===== config.mk =====
export PLATFORM = sky130hd
export DESIGN_NAME = param_serializer
export DESIGN_NICKNAME = d
export VERILOG_FILES = /design/src/rtl/param_serializer.sv
export SDC_FILE = /design/constraint.sdc
export NUM_CORES = 1
export LEC_CHECK = 0
export BUFFER_PORTS_ARGS = -buffer_cell sky130_fd_sc_hd__buf_2
export CAP_MARGIN = 20
export CORE_MARGIN = 5
export CORE_UTILIZATION = 54
export DETAILED_ROUTE_END_ITERATION = 6
export GPL_ROUTABILITY_DRIVEN = 0
export GPL_TIMING_DRIVEN = 0
export PLACE_DENSITY = 0.8
export SYNTH_ARGS = -nofsm -noshare
export SYNTH_HDL_FRONTEND = slang
export SYNTH_SLANG_ARGS = --single-unit
export TNS_END_PERCENT = 10

===== constraint.sdc =====
create_clock -name clk -period 3.41 [get_ports clk]
set_input_delay 0.341 -clock clk [delete_from_list [all_inputs] [get_ports clk]]
set_output_delay 0.341 -clock clk [all_outputs]
set_load 0.005 [all_outputs]

===== src/rtl/param_serializer.sv =====
// Parallel-to-serial converter: WIDTH-bit words in over valid/ready, one bit out per bit_en strobe,
// with first/last markers, gapless back-to-back words and a synchronous flush.
module param_serializer #(
  parameter int WIDTH      = 8,
  parameter bit MSB_FIRST  = 1'b1,
  parameter bit IDLE_LEVEL = 1'b0
) (
  input  logic             clk,
  input  logic             rst_n,
  input  logic [WIDTH-1:0] par_data,
  input  logic             par_valid,
  output logic             par_ready,
  input  logic             bit_en,
  input  logic             flush,
  output logic             ser_o,
  output logic             ser_valid,
  output logic             ser_first,
  output logic             ser_last,
  output logic             busy
);

  localparam int CW = (WIDTH < 2) ? 1 : $clog2(WIDTH);
  localparam logic [CW-1:0] LAST_CNT = CW'(WIDTH - 1);
  localparam logic [0:0] S_IDLE  = 1'b0;
  localparam logic [0:0] S_SHIFT = 1'b1;

  generate
    if (WIDTH < 2) begin : g_width_check
      $error("param_serializer: WIDTH must be at least 2");
    end
  endgenerate

  logic [0:0]       state_q, state_d;
  logic [WIDTH-1:0] shreg_q, shreg_d;
  logic [CW-1:0]    cnt_q, cnt_d;
  logic             ser_q, ser_d;
  logic             ser_valid_q, ser_valid_d;
  logic             ser_first_q, ser_first_d;
  logic             ser_last_q, ser_last_d;
  logic             par_ready_s;
  logic             transfer_s;

  // A new word may enter while idle, or on the strobe that emits the current word's last bit.
  always_comb begin
    par_ready_s = !flush && ((state_q == S_IDLE) ||
                             ((state_q == S_SHIFT) && bit_en && (cnt_q == LAST_CNT)));
    transfer_s  = par_valid && par_ready_s;
  end

  // Next-state and next-output logic; flush overrides everything.
  always_comb begin
    state_d     = state_q;
    shreg_d     = shreg_q;
    cnt_d       = cnt_q;
    ser_d       = ser_q;
    ser_valid_d = 1'b0;
    ser_first_d = 1'b0;
    ser_last_d  = 1'b0;
    if (flush) begin
      state_d = S_IDLE;
      cnt_d   = '0;
      ser_d   = IDLE_LEVEL;
    end else begin
      case (state_q)
        S_IDLE: begin
          if (bit_en) begin
            ser_d = IDLE_LEVEL;
          end else begin
            ser_d = ser_q;
          end
        end
        S_SHIFT: begin
          if (bit_en) begin
            if (MSB_FIRST) begin
              ser_d   = shreg_q[WIDTH-1];
              shreg_d = {shreg_q[WIDTH-2:0], 1'b0};
            end else begin
              ser_d   = shreg_q[0];
              shreg_d = {1'b0, shreg_q[WIDTH-1:1]};
            end
            ser_valid_d = 1'b1;
            ser_first_d = (cnt_q == '0);
            ser_last_d  = (cnt_q == LAST_CNT);
            if (cnt_q != LAST_CNT) begin
              cnt_d = cnt_q + CW'(1'b1);
            end else begin
              state_d = S_IDLE;
            end
          end else begin
            ser_d = ser_q;
          end
        end
        default: begin
          state_d = S_IDLE;
        end
      endcase
      // A load on the last-bit strobe keeps SHIFT so the next strobe emits bit 0 with no gap.
      if (transfer_s) begin
        shreg_d = par_data;
        cnt_d   = '0;
        state_d = S_SHIFT;
      end else begin
        shreg_d = shreg_d;
      end
    end
  end

  // State, shift register, counter and registered serial outputs.
  always_ff @(posedge clk or negedge rst_n) begin
    if (!rst_n) begin
      state_q     <= S_IDLE;
      shreg_q     <= '0;
      cnt_q       <= '0;
      ser_q       <= IDLE_LEVEL;
      ser_valid_q <= 1'b0;
      ser_first_q <= 1'b0;
      ser_last_q  <= 1'b0;
    end else begin
      state_q     <= state_d;
      shreg_q     <= shreg_d;
      cnt_q       <= cnt_d;
      ser_q       <= ser_d;
      ser_valid_q <= ser_valid_d;
      ser_first_q <= ser_first_d;
      ser_last_q  <= ser_last_d;
    end
  end

  assign par_ready = par_ready_s;
  assign ser_o     = ser_q;
  assign ser_valid = ser_valid_q;
  assign ser_first = ser_first_q;
  assign ser_last  = ser_last_q;
  assign busy      = (state_q == S_SHIFT);

endmodule


Word-level counts from Yosys, hierarchy flattened
Cells that the tools add are included.

storage, ports and cells
  register bits after elaboration = 16
  input port bits = 13
  output and inout port bits = 6
  logic and storage cells = 55

operators by class
  add/subtract/negate cells = 1
  eq/ne operators = 4
  muxes and demuxes = 26
  bitwise gates (word level) = 2
  reductions and logical operators = 15

operators by type and width
  kind                   number
  $mux W8                3
  $mux W1                17
  $mux W3                5
  $ne A3 B3 Y1 const B   3
  $reduce_bool A3 Y1     3
  $reduce_and A3 Y1      2
  $logic_and A1 B1 Y1    4
  $reduce_bool A2 Y1     2
  $add A3 B1 Y3 const B  1
  $eq A3 B3 Y1 const B   1
  $logic_not A3 Y1       1
  $not A1 Y1             2
  $pmux W1 S2            1
  $reduce_and A2 Y1      1
  $logic_not A1 Y1       1
  $logic_or A1 B1 Y1     1

Depth between registers and ports, before layout
Gate-level depths: netlist (run 1).

  depth in word-level cells = 7
  gate-level depth with buffers = 6
  mapped depth without buffers = 5

Worst setup path before layout (run 1)
Ideal clock, no wire load.

  path type = reg2reg
  start point = reg cnt_q[0]
  end point = reg shreg_q[1]
  arrival = 1.447 ns
  data required time = 3.285 ns
  slack = 1.838 ns
  cell stages (with the launch flop) = 7
  path buffers = 1
  period minus slack after synthesis = 1.572 ns
  path through = dfrtp_1 > ha_1 > ha_1 > a21boi_2 > nor3b_2 > buf_4 > mux2_4

between the ends
  longest elaborated chain between the ends = 7
  elaborated cells on any way between the ends = 9

ends and longest elaborated chain
  what                          line  source
  from (decl)                   35    logic [CW-1:0] cnt_q, cnt_d;
  from (signal assigned)        121   cnt_q <= cnt_d;
  $eq A3 B3 Y1 (*)              46    ((state_q == S_SHIFT) && bit_en && (cnt_q == LAST_CNT)));
  $logic_and A1 B1 Y1 (*)       46
  $logic_or A1 B1 Y1 (*)        45    par_ready_s = !flush && ((state_q == S_IDLE) ||
  $logic_and A1 B1 Y1 (*)       45
  $logic_and A1 B1 Y1 (*)       47    transfer_s = par_valid && par_ready_s;
  $reduce_bool A2 Y1 (no line)  n/a
  $reduce_and A3 Y1 (no line)   n/a
  to (signal assigned)          120   shreg_q <= shreg_d;
  to (decl)                     34    logic [WIDTH-1:0] shreg_q, shreg_d;

Every way passes the cells marked *; elsewhere a longest branch is shown, timed or not.
A chain may end at the register's enable or synchronous reset.

Worst setup path after layout (run 1)
  start point = reg cnt_q[0]
  end point = out par_ready

between the ends
  longest elaborated chain between the ends = 4

ends and longest elaborated chain
  what                 line  source
  $eq A3 B3 Y1         46
  $logic_and A1 B1 Y1  46
  $logic_or A1 B1 Y1   45
  $logic_and A1 B1 Y1  45
  to (decl)            12    output logic par_ready,

Every way passes these cells.

==> results.sh, run 1 <==
export IMPL_cts_buffers=3
export IMPL_cts_resized_gates=0
export IMPL_clkLatencyLatePin_ns=0.29
export IMPL_core_area_um2=1454
export IMPL_cp_common_cell="ha_1"
export IMPL_grt_usage=0.1292
export IMPL_timing_rr_end="shreg_q[1]"
export IMPL_cts_sinks=16
export IMPL_worst_ep_arrival_time_ns=1.48
export IMPL_hpwl_um=952.4
export IMPL_first_pass_iters=2
export IMPL_drc_errors=0
export IMPL_globalRoute_totalOverflow=0
export IMPL_routedWlPerCell_um=13.10
export IMPL_critPathCaptureType="output pin"
export IMPL_pin_count=19
export IMPL_start_util=0.5516
export IMPL_die_area_um2=2356
export IMPL_die_height_um=48.54
export IMPL_reg2regPathDepth=6
export IMPL_synth_seq_cells=16
export IMPL_cp_start_kind="register"
export IMPL_synth_cells=59
export IMPL_antenna_found_initial=0
export IMPL_num_vias=518
export IMPL_synth_cell_area_um2=802.0
export IMPL_rrSetupSlack_ns=1.67
export IMPL_rr_startpoint="cnt_q[1]"
export IMPL_seq_area_frac_synth=0.4992
export IMPL_maxCapViolCount=0
export IMPL_period_share=0.5329
export IMPL_vias_per_cell=5.340
export IMPL_worstHoldPathType="in -> reg"
export IMPL_slew_viol_final=0
export IMPL_clockBufferDepth=2
export IMPL_row_count=14
export IMPL_power_leakage_nw=0.5047
export IMPL_cpPeakStageDelay_ns=0.40
export IMPL_cts_tree="built"
export IMPL_synth_nets=75
export IMPL_htree_levels=1
export IMPL_hold_depth=2
export IMPL_path_clk_slew_ns=0.09
export IMPL_path_class="reg -> out"
export IMPL_avgSynthCellArea_um2=13.59
export IMPL_powerDensity_nw_per_um2=463.4
export IMPL_skew_ns=0.003510
export IMPL_tns_ns=0
export IMPL_period_needed_ns=1.817
export IMPL_rsz0062_at_grt="false"
export IMPL_max_freq_ghz=0.5503
export IMPL_layout_nets=98
export IMPL_synth_distinct_cells=22
export IMPL_dpl_instance_area_um2=907.1
export IMPL_grt_max_degree=17
export IMPL_n_antenna_cell=0
export IMPL_drive_gt1_frac=0.4074
export IMPL_hold_start="flush"
export IMPL_final_antenna_net_count=0
export IMPL_place_inst=92
export IMPL_crit_fanout=3
export IMPL_die_x_um=48.54
export IMPL_min_to="ser_o"
export IMPL_slowest_stage="dfrtp_1"
export IMPL_yosys_warnings=0
export IMPL_total_power_uw=441.8
export IMPL_crit_required_ns=3.07
export IMPL_port_buffers=17
export IMPL_finalHoldViolations=0
export IMPL_final_cells=97
export IMPL_finalSetupViolations=0
export IMPL_initialDrtViolationCount=5
export IMPL_slew_headroom=0.7682
export IMPL_grt_pass1_wl_um=2325
export IMPL_wl_um=1271
export IMPL_status="finished, final reports clean"
export IMPL_ir_drop_uv=313.8
export IMPL_grt_pass1_vias=552
export IMPL_worstPathCellList="ha_1 -> ha_1 -> a21boi_2 -> nor2_1 -> buf_2"
export IMPL_fin_area_um2=953.4
export IMPL_area_growth_pct=18.88
export IMPL_worst_pin_slew_ns=0.3477
export IMPL_cts_root_buf="clkbuf_4"
==> through the flow <==
step                hold slack [ns]    util  setup slack [ns]
finish                       0.2401  0.6558             1.593
global route                 0.2223  0.6558             1.508
CTS                          0.2236  0.6558             1.582
detailed placement           0.2688  0.6239             1.679
global placement             0.2655  0.6239             1.733
floorplan                   0.04541       -             1.838
==> metal layers <==
layer / vias to the layer above / global-route usage / routed length, um
li1: 249 / - / -
met1: 246 / 0.1367 / 517
met2: 19 / 0.2065 / 610
met3: 4 / 0.06748 / 117
met4: 0 / 0.06726 / 25
met5: - / 0 / 0
==> critical path, delay by kind of cell, from the launching register on <==
family                   cells  cell delay, ns
AO/OA/AOI/OAI                1            0.19
adder cells (fa/ha/maj)      2            0.43
buffers and inverters        1            0.12
flip-flops                   1            0.40
AND/OR/NAND/NOR              1            0.05
==> sequential cells by signal, indices dropped and copies added, names as in the netlist <==
signal and count:
ser_o 1, shreg_q 8, ser_first 1, ser_last 1, cnt_q 3, ser_valid 1, busy 1
==> worst max-delay path by stage <==
stage / from / end / slack [ns] / cells after the start
after detailed placement: cnt_q[1] / shreg_q[2] / 1.68 / 6
after floorplan: cnt_q[0] / shreg_q[1] / 1.84 / 6
final: cnt_q[0] / par_ready / 1.59 / 5
after CTS: cnt_q[0] / par_ready / 1.58 / 5
after global placement: cnt_q[1] / shreg_q[1] / 1.73 / 6
after global routing: cnt_q[0] / par_ready / 1.51 / 5
==> final cells by class <==
| cell class | instances | area, um^2 |
|---|---|---|
| multi-input cells | 37 | 367.9 |
| plain buffers | 2 | 18.77 |
| inverters | 4 | 15.01 |
| flip-flops and latches | 16 | 400.4 |
| well taps | 16 | 20.02 |
| clock buffers | 4 | 36.28 |
| fillers | 125 | 500.5 |
| repair buffers | 18 | 95.09 |
==> synth_stat cells, drive strengths merged <==
| master | n | area [um^2] |
|---|---|---|
| dfrtp | 16 | 400.4 |
| mux2 | 14 | 180.2 |
| inv | 4 | 15.01 |
| ha | 3 | 37.54 |
| mux2i | 3 | 30.03 |
| nor2 | 3 | 11.26 |
| nor3 | 3 | 15.01 |
| buf | 2 | 18.77 |
| nand3b | 2 | 27.53 |
| nor3b | 2 | 20.02 |
| a21boi | 1 | 11.26 |
| a21oi | 1 | 5.000 |
| and2 | 1 | 6.260 |
| nand2 | 1 | 3.750 |
| nand2b | 1 | 6.260 |
| nand3 | 1 | 5.000 |
| xnor2 | 1 | 8.760 |
==> layout by cell type (no fill, tap or decap), drive strengths merged <==
cell type    Yosys  layout
nand3b           2       2
buf              2      19
nor2             3       3
nand2            1       1
nand2b           1       1
ha               3       3
inv              4       4
clkbuf           0       4
a21boi           1       1
xnor2            1       1
a21oi            1       1
mux2i            3       3
and2             1       1
nor3             3       3
nor3b            2       2
dlygate4sd3      0       1
mux2            14      14
nand3            1       1
dfrtp           16      16
==> where the power goes <==
group          internal, mW  switching, mW  total, mW  leakage, nW
Combinational        0.0569         0.0309     0.0878        0.280
Clock                0.0651         0.0596      0.125       0.0210
Sequential            0.217         0.0125      0.229        0.204
==> logic make-up (layout without fill, tap and decap cells) <==
| group | Yosys count | count (layout) | share of synthesized area |
|---|---|---|---|
| xor gates and xnor gates | 1 | 1 | 0.01092 |
| muxes | 17 | 17 | 0.2621 |
| adders and majority gates | 3 | 3 | 0.04681 |
| and+or+nand+nor | 14 | 14 | 0.1186 |
| DFF | 16 | 16 | 0.4992 |
| AOI/OAI and AO/OA | 2 | 2 | 0.02027 |
| buffers and inverters | 6 | 28 | 0.04212 |
==> timing repair <==
item,CTS,global route
hold buffers,1,0
buffers inserted,0,0
endpoints found under the hold margin,16,0
No activity file was read; power rests on OpenSTA's default activity.
==> run 2, diff against run 1 <==
--- a/config.mk
+++ b/config.mk
@@ -8,11 +8,11 @@
 export BUFFER_PORTS_ARGS = -buffer_cell sky130_fd_sc_hd__buf_2
 export CAP_MARGIN = 20
 export CORE_MARGIN = 5
-export CORE_UTILIZATION = 54
+export CORE_UTILIZATION = 50
 export DETAILED_ROUTE_END_ITERATION = 6
 export GPL_ROUTABILITY_DRIVEN = 0
 export GPL_TIMING_DRIVEN = 0
-export PLACE_DENSITY = 0.8
+export PLACE_DENSITY = 0.75
 export SYNTH_ARGS = -nofsm -noshare
 export SYNTH_HDL_FRONTEND = slang
 export SYNTH_SLANG_ARGS = --single-unit
==> constraint.sdc (replaced) <==
create_clock -name clk -period 1.7 [get_ports clk]
set_input_delay 0.17 -clock clk [delete_from_list [all_inputs] [get_ports clk]]
set_output_delay 0.17 -clock clk [all_outputs]
set_load 0.005 [all_outputs]
==> run 2 against run 1 <==
  * Wire length rose by 12%
  * Sequential power rose by 100%
  * Worst hold slack worse by 0.17 ns
  * First-iteration DRC count shrank 80%
  * Critical path type is now reg -> reg
==> results.sh, run 2 (synthesized netlist as in run 1, its figures left out) <==
export IMPL_worstHoldPathType="in -> reg"
export IMPL_power_leakage_nw=0.5268
export IMPL_path_clk_slew_ns=0.09
export IMPL_drive_gt1_frac=0.4588
export IMPL_wl_um=1426
export IMPL_clkLatencyLatePin_ns=0.29
export IMPL_top_regs="shreg_q x8, cnt_q x3"
export IMPL_place_ws_ns=0.03258
export IMPL_cts_tree="built"
export IMPL_cts_sinks=16
export IMPL_n_antenna_cell=0
export IMPL_crit_fanout=5
export IMPL_cts_buffers=3
export IMPL_core_area_um2=1506
export IMPL_status="finished, final reports clean"
export IMPL_final_antenna_net_count=0
export IMPL_vias_per_cell=5.040
export IMPL_maxCapViolCount=0
export IMPL_port_buffers=17
export IMPL_powerDensity_nw_per_um2=888.9
export IMPL_row_count=14
export IMPL_globalRoute_totalOverflow=0
export IMPL_path_buf_inv=1
export IMPL_die_height_um=50.05
export IMPL_critPathCaptureType="register"
export IMPL_initialDrtViolationCount=1
export IMPL_cts_root_buf="clkbuf_4"
export IMPL_slew_headroom=0.7658
export IMPL_grt_pass1_vias=506
export IMPL_fin_ws_ns=0.07336
export IMPL_fin_area_um2=1016
export IMPL_max_freq_ghz=0.6148
export IMPL_final_cells=101
export IMPL_crit_required_ns=1.88
export IMPL_routedWlPerCell_um=14.12
export IMPL_die_x_um=50.05
export IMPL_num_vias=509
export IMPL_cpPeakStageDelay_ns=0.38
export IMPL_layout_nets=102
export IMPL_worst_pin_slew_ns=0.3513
export IMPL_worst_ep_arrival_time_ns=1.81
export IMPL_clockBufferDepth=2
export IMPL_dpl_instance_area_um2=907.1
export IMPL_cp_top_family="flip-flops"
export IMPL_die_area_um2=2505
export IMPL_ir_drop_uv=531.1
export IMPL_largest_reg_flops=8
export IMPL_finalHoldViolations=0
export IMPL_hpwl_um=1038
export IMPL_htree_levels=1
export IMPL_holdWs_ns=0.06886
export IMPL_final_common_cell="buf_2"
export IMPL_first_pass_iters=2
export IMPL_antenna_found_initial=0
export IMPL_top_register="shreg_q"
export IMPL_worstPathCellList="ha_2 -> ha_4 -> a21boi_4 -> nor3b_4 -> buf_6 -> mux2_4"
export IMPL_fill_cells=112
export IMPL_start_util=0.5324
export IMPL_drc_errors=0
export IMPL_slew_viol_final=0
export IMPL_path_class="reg -> reg"
export IMPL_final_cell_mix="buf_2 (17), dfrtp_1 (16), mux2_1 (7)"
export IMPL_cp_start_kind="register"
export IMPL_finalSetupViolations=0
export IMPL_period_needed_ns=1.627
export IMPL_grt_max_degree=17
export IMPL_area_growth_pct=26.68
export IMPL_skew_ns=0.002540
export IMPL_pin_count=19
export IMPL_period_share=0.9568
export IMPL_grt_usage=0.1215
export IMPL_slowest_stage="dfrtp_1"
export IMPL_grt_pass1_wl_um=2277
export IMPL_place_inst=92
run 2: cell types whose count changed in the layout (fill, tap and decap cells not counted):
cell | previous run | this run
ha_1 | 3 | 1
nor3b_2 | 1 | 0
nor3b_4 | 0 | 1
ha_4 | 0 | 1
a21boi_4 | 0 | 1
a21boi_2 | 1 | 0
ha_2 | 0 | 1
buf_4 | 1 | 4
buf_6 | 1 | 2
run 2: final timing paths:
path                          start          to  slack, ns  cells after the start
setup reg to reg           cnt_q[1]  shreg_q[4]       0.07                      6
setup / recovery           cnt_q[1]  shreg_q[4]       0.07                      6
hold reg to reg               ser_o       ser_o       0.53                      2
max in group asynchronous     rst_n  shreg_q[0]       1.13                      2
min in group asynchronous     rst_n       ser_o       0.31                      2
hold / removal                flush       ser_o       0.07                      2
run 2: through the flow:
stage                 util  total power, mW  setup TNS (ns)
floorplan                -           0.5946               0
global placement    0.6022           0.6386               0
detailed placement  0.6022           0.6487               0
CTS                 0.6329           0.9090               0
global route        0.6744           0.9620       -0.003245
finish              0.6744           0.9031               0
run 2: power by group:
part	switching [mW]	internal [mW]	total (mW)	leakage, nW
Clock	0.124	0.131	0.255	0.0210
Combinational	0.0663	0.121	0.187	0.302
Sequential	0.0263	0.435	0.461	0.204
Total	0.217	0.686	0.903	0.527
run 2: final cells by class:
| class | count | area [um^2] | share of cell area |
|---|---|---|---|
| sequential | 16 | 400.4 | 0.3941 |
| multi-input combinational | 37 | 396.6 | 0.3904 |
| timing repair buffer | 22 | 125.1 | 0.1232 |
| clock buffer | 4 | 36.28 | 0.03571 |
| buffer | 2 | 22.52 | 0.02217 |
| tap | 16 | 20.02 | 0.01970 |
| inverter | 4 | 15.01 | 0.01478 |
run 2: routing by layer:
metal  track usage  vias up  wire (um)
met5             0        -          0
met4       0.07860        0         29
met3       0.03012        3         70
met2        0.1925       12        684
met1        0.1429      240        641
li1              -      254          -
run 2: repair_timing:
action / in CTS / in global routing
hold buffers: 1 / 0
endpoints found under the hold margin: 16 / 0
buffers inserted: 0 / 3
resized for setup: 0 / 7
endpoints found under the setup margin: 0 / 7
